[src/rtl/inst_buf.sv]
// Instruction buffer between fetch and the two decode ways: a circular FIFO
// that accepts up to two instructions per cycle and presents the two oldest.
module inst_buf #(
    parameter int DEPTH = 8,
    parameter int XLEN  = 64,
    parameter int CNT_W = $clog2(DEPTH) + 1
) (
    input  logic             clk_i,
    input  logic             rst_i,
    input  logic             flush_i,
    input  logic             fetch_valid_i,
    output logic             fetch_ready_o,
    input  logic [XLEN-1:0]  fetch_pc_i,
    input  logic [31:0]      fetch_inst0_i,
    input  logic [31:0]      fetch_inst1_i,
    input  logic [1:0]       fetch_mask_i,
    output logic [1:0]       dec_valid_o,
    output logic [31:0]      dec_inst0_o,
    output logic [31:0]      dec_inst1_o,
    output logic [XLEN-1:0]  dec_pc0_o,
    output logic [XLEN-1:0]  dec_pc1_o,
    input  logic [1:0]       dec_ack_i,
    output logic [CNT_W-1:0] count_o
);

    localparam int PTR_W = $clog2(DEPTH);

    logic [31:0]      inst_mem_r [DEPTH];
    logic [XLEN-1:0]  pc_mem_r   [DEPTH];
    logic [PTR_W-1:0] head_r;
    logic [PTR_W-1:0] tail_r;
    logic [CNT_W-1:0] count_r;

    logic [PTR_W-1:0] head1_s;
    logic [PTR_W-1:0] tail1_s;
    logic             enq_s;
    logic [1:0]       n_enq_s;
    logic [1:0]       n_deq_s;
    logic             slot0_vld_s;
    logic             slot1_vld_s;
    logic [XLEN-1:0]  pc_plus4_s;

    function automatic logic [1:0] popcount2(input logic [1:0] m);
        return {1'b0, m[0]} + {1'b0, m[1]};
    endfunction

    // Readiness uses registered occupancy only, so a same-cycle pop never opens room.
    assign fetch_ready_o = !rst_i && !flush_i && (count_r <= CNT_W'(DEPTH - 2));
    assign enq_s         = fetch_valid_i && fetch_ready_o;
    assign n_enq_s       = enq_s ? popcount2(fetch_mask_i) : 2'd0;
    assign head1_s       = head_r + PTR_W'(1);
    assign tail1_s       = tail_r + PTR_W'(1);
    assign pc_plus4_s    = fetch_pc_i + XLEN'(4);

    assign slot0_vld_s   = (count_r >= CNT_W'(1));
    assign slot1_vld_s   = (count_r >= CNT_W'(2));
    assign dec_valid_o   = {slot1_vld_s, slot0_vld_s};
    assign dec_inst0_o   = slot0_vld_s ? inst_mem_r[head_r]  : 32'd0;
    assign dec_pc0_o     = slot0_vld_s ? pc_mem_r[head_r]    : XLEN'(0);
    assign dec_inst1_o   = slot1_vld_s ? inst_mem_r[head1_s] : 32'd0;
    assign dec_pc1_o     = slot1_vld_s ? pc_mem_r[head1_s]   : XLEN'(0);
    assign count_o       = count_r;

    // Pop count: acks for slots that are not valid are masked, ack 10 is ignored.
    always_comb begin
        n_deq_s = 2'd0;
        case (dec_ack_i)
            2'b01: begin
                if (slot0_vld_s) n_deq_s = 2'd1;
                else             n_deq_s = 2'd0;
            end
            2'b11: begin
                if (slot1_vld_s)      n_deq_s = 2'd2;
                else if (slot0_vld_s) n_deq_s = 2'd1;
                else                  n_deq_s = 2'd0;
            end
            default: n_deq_s = 2'd0;
        endcase
    end

    // Pointer and occupancy registers; reset outranks flush, flush outranks handshakes.
    always_ff @(posedge clk_i) begin
        if (rst_i) begin
            head_r  <= {PTR_W{1'b0}};
            tail_r  <= {PTR_W{1'b0}};
            count_r <= {CNT_W{1'b0}};
        end else if (flush_i) begin
            head_r  <= {PTR_W{1'b0}};
            tail_r  <= {PTR_W{1'b0}};
            count_r <= {CNT_W{1'b0}};
        end else begin
            head_r  <= head_r + PTR_W'(n_deq_s);
            tail_r  <= tail_r + PTR_W'(n_enq_s);
            count_r <= count_r + CNT_W'(n_enq_s) - CNT_W'(n_deq_s);
        end
    end

    // Entry storage: valid slots are compacted and written in order from tail.
    always_ff @(posedge clk_i) begin
        if (enq_s) begin
            case (fetch_mask_i)
                2'b01: begin
                    inst_mem_r[tail_r] <= fetch_inst0_i;
                    pc_mem_r[tail_r]   <= fetch_pc_i;
                end
                2'b10: begin
                    inst_mem_r[tail_r] <= fetch_inst1_i;
                    pc_mem_r[tail_r]   <= pc_plus4_s;
                end
                2'b11: begin
                    inst_mem_r[tail_r]  <= fetch_inst0_i;
                    pc_mem_r[tail_r]    <= fetch_pc_i;
                    inst_mem_r[tail1_s] <= fetch_inst1_i;
                    pc_mem_r[tail1_s]   <= pc_plus4_s;
                end
                default: ;
            endcase
        end
    end

endmodule

[config.mk]
export PLATFORM = sky130hd
export DESIGN_NAME = inst_buf
export DESIGN_NICKNAME = d
export VERILOG_FILES = /design/src/rtl/inst_buf.sv
export SDC_FILE = /design/constraint.sdc
export NUM_CORES = 2
export LEC_CHECK = 0
export CORE_AREA = 2 2 308 310
export DETAILED_ROUTE_END_ITERATION = 12
export DIE_AREA = 0 0 310 312
export PLACE_DENSITY = 0.7
export SLEW_MARGIN = 15
export SYNTH_ARGS = -nofsm -noshare
export SYNTH_HDL_FRONTEND = slang
export SYNTH_SLANG_ARGS = --single-unit
[constraint.sdc]
create_clock -name clk_i -period 24.1 [get_ports clk_i]
set_clock_uncertainty 0.15 [all_clocks]
set_input_delay 6.025 -clock clk_i [delete_from_list [all_inputs] [get_ports clk_i]]
set_output_delay 6.025 -clock clk_i [all_outputs]
set_load 0.005 [all_outputs]
==> reports/qor.yml <==
clocking:
  path_clk_slew_ns: 0.06
  htreeDepth: 3
  cts_root_buffer: "clkbuf_16"
  ctsHoldBuffers: 0
  post_cts_buffers: 0
  clkLatencyLatePin_ns: 0.64
  cts.sinks: 778
  numCtsBuffers: 87
  cts_resized: 0
  tritoncts: "built"
  clockBufferDepth: 3
drt:
  via_per_inst: 6.20
  routed_wl_mm: 150
  avgRoutedWirePerCell_um: 27.2
  drt_pre_antenna_iters: 6
  drt-initial-drc-count: 3826
  ant_nets: 0
  vias: 34100
  drc: 0
sta:
  period_share_pct: 56.5
  fin_ws_ns: 10.49
  hold_ws_ns: 0.441
  setup_viol: 0
  slew_headroom_pct: 20.5
  maxSlewViolCount: 0
  timing.fmax_ghz: 0.0735
  rsz0062_at_grt: "false"
  hold_viol_final: 0
  tns_ns: 0
  layout_min_cycle_time_ns: 13.61
  tightest_slew_ns: 1.19
synthesis:
  synth_top_flop_cell: "edfxtp_1"
  synth_top_area_share_pct: 48.9
  synthArstFlopShare_pct: 0
  netlist_area_um2: 47100
  avgSynthCellArea_um2: 11.5
  ys_warn_count: 0
  ys_top_cells_by_area: "edfxtp_1 49%, mux4_2 18%, nand2_1 9.0%"
  yosys_register_bits: 778
  netlist-cell-type-count: 47
  yosysTopAreaCell: "edfxtp_1"
  synth_edf_count: 768
  syn_nets: 4239
  yosysSeqAreaShare_pct: 49.4
  syn_inst: 4084
power:
  netSwitchingPower_uw: 1180
  power_leakage_uw: 0.0181
  pwr-share-clk_pct: 33.3
  peakVddDrop_v: 0.0000739
  finalPower_uw: 3990
  combPwrFrac_pct: 28.7
  p_sw_share_pct: 29.6
  powerDensity_nw_per_um2: 73.9
  p_int_uw: 2810
  pwr-share-seq_pct: 38.0
floorplanning:
  die_area_um2: 96700
  die_h_um: 312
  start_util_pct: 50.7
  die_x_um: 310
  core_area_um2: 93000
  rows: 112
  pin_count: 335
finish:
  layout-drive-gt1-share_pct: 14.9
  syn2layout_area_growth_pct: 14.5
  nets: 4330
  final_cells: 5512
run_status:
  outcome: "finished, final reports clean"
global_route:
  groute.usage.overall_pct: 30.8
  grt_pass1_vias: 33500
  antenna_found_initial: 15
  grt_max_degree: 131
  grt_pass1_wl_mm: 219
  grt-ovfl-total: 0
worst_setup_path:
  worst-endpoint-required_ns: 17.93
  path_cells: "clkdlybuf4s50_1 -> nor2_1 -> and3_1 -> clkdlybuf4s50_1"
  cp_data_arrival_time_ns: 7.43
  cp-end-kind: "output pin"
  cp-start-kind: "input port"
  cpMostUsedCell: "clkdlybuf4s50_1"
  slowest_delay_ns: 0.50
  cp_slowest_cell: "clkdlybuf4s50_1"
  worstSetupPathType: "input port to output pin"
  critPathMaxFanout: 7
min_path:
  hold_class: "flop to flop"
placement:
  pre_cts_slack_ns: 10.48
  place_congestion: 0.822
  dp.cells: 5339
  portBuffers: 334
  hpwlAfterDp_mm: 85.3
run:
  drv_cap: 0
==> metal layers <==
metal  GRT usage, %  part of all wire [%]  vias to the layer above
met5              0                 0.054                        -
met4           12.6                   4.3                       12
met2           51.7                    49                     2071
met1           39.7                    36                    17100
met3           5.26                    10                      387
li1               -                     -                    14600
==> path summary, 6_finish.rpt <==
kind                   start               to  slack (ns)  cells after the start
setup / recovery     flush_i    fetch_ready_o       10.49                      4
hold / removal     tail_r[2]        tail_r[2]        0.44                      2
setup reg to reg  count_o[3]  pc_mem_r[3][54]       18.70                     10
hold reg to reg    tail_r[2]        tail_r[2]        0.44                      2
==> power groups by stage <==
stage | Clock (uW) | Combinational [uW] | Sequential, uW
floorplan | 0 | 604 | 1530
global placement | 0 | 1130 | 1540
detailed placement | 0 | 1150 | 1540
CTS | 1330 | 1150 | 1520
global route | 1380 | 1220 | 1520
finish | 1330 | 1150 | 1520
==> Yosys cell counts (9+ instances only) <==
master,instances
buf_2,47
edfxtp_1,768
dfxtp_1,10
buf_1,98
nor4_1,11
nand2_1,1136
nor3_1,88
nand4_1,42
clkbuf_1,213
mux4_2,384
xor2_1,347
xnor2_1,149
nor2_1,413
ha_1,15
and2_1,9
a21oi_1,98
nand3_1,24
inv_1,16
buf_4,40
mux2i_1,96
==> flip-flops by register name, indices dropped and copies added (netlist names) <==
signal	cells
pc_mem_r	512
tail_r	3
head_r	3
inst_mem_r	256
count_o	4
==> worst max-delay path, delay by kind of cell <==
kind | cells | cell delay, ns
buffers and inverters | 2 | 0.92
and+or+nand+nor | 2 | 0.50
==> per-stage QoR <==
step	cell area (um^2)	util, %
2_1_floorplan	47100	-
3_3_place_gp	51100	54.9
3_5_place_dp	51100	54.9
4_1_cts	53900	58.0
5_1_grt	54000	58.0
6_report	54000	58.0
==> cells in the final DEF, fill, tap and decap left out, types with 10 or more instances in the layout <==
master / instances
a21oi_1: 98
buf_4: 67
clkbuf_1: 13
clkbuf_16: 89
clkdlybuf4s50_1: 334
clkinv_1: 17
clkinv_2: 27
diode_2: 10
edfxtp_1: 768
ha_1: 14
inv_1: 16
mux2i_1: 96
mux4_2: 384
nand2_1: 1135
nand3_1: 24
nand4_1: 42
nor2_1: 413
nor3_1: 88
nor4_1: 11
xnor2_1: 148
xor2_1: 346
==> area by class of cell <==
cell class / instances / area (um^2)
timing repair buffer: 403 / 3880
antenna: 10 / 25.0
multi-input combinational: 2887 / 22300
clock buffer: 103 / 2290
clock inverter: 59 / 519
fill: 7495 / 39100
tap: 1254 / 1570
inverter: 18 / 67.6
sequential: 778 / 23300
==> logic make-up (layout without fill, tap and decap cells) <==
kind of cell / count (synthesis) / count (layout) / synth area share [%]
muxes: 480 / 480 / 20.4
and+or+nand+nor: 1767 / 1767 / 15.3
buffers and inverters: 419 / 583 / 3.79
xor gates and xnor gates: 496 / 496 / 9.22
DFF: 778 / 778 / 49.4
AOI/OAI and AO/OA: 125 / 125 / 1.42
adders and majority gates: 19 / 19 / 0.568
other: 0 / 10 / 0
Note: power is estimated with default switching activity, not from simulation.
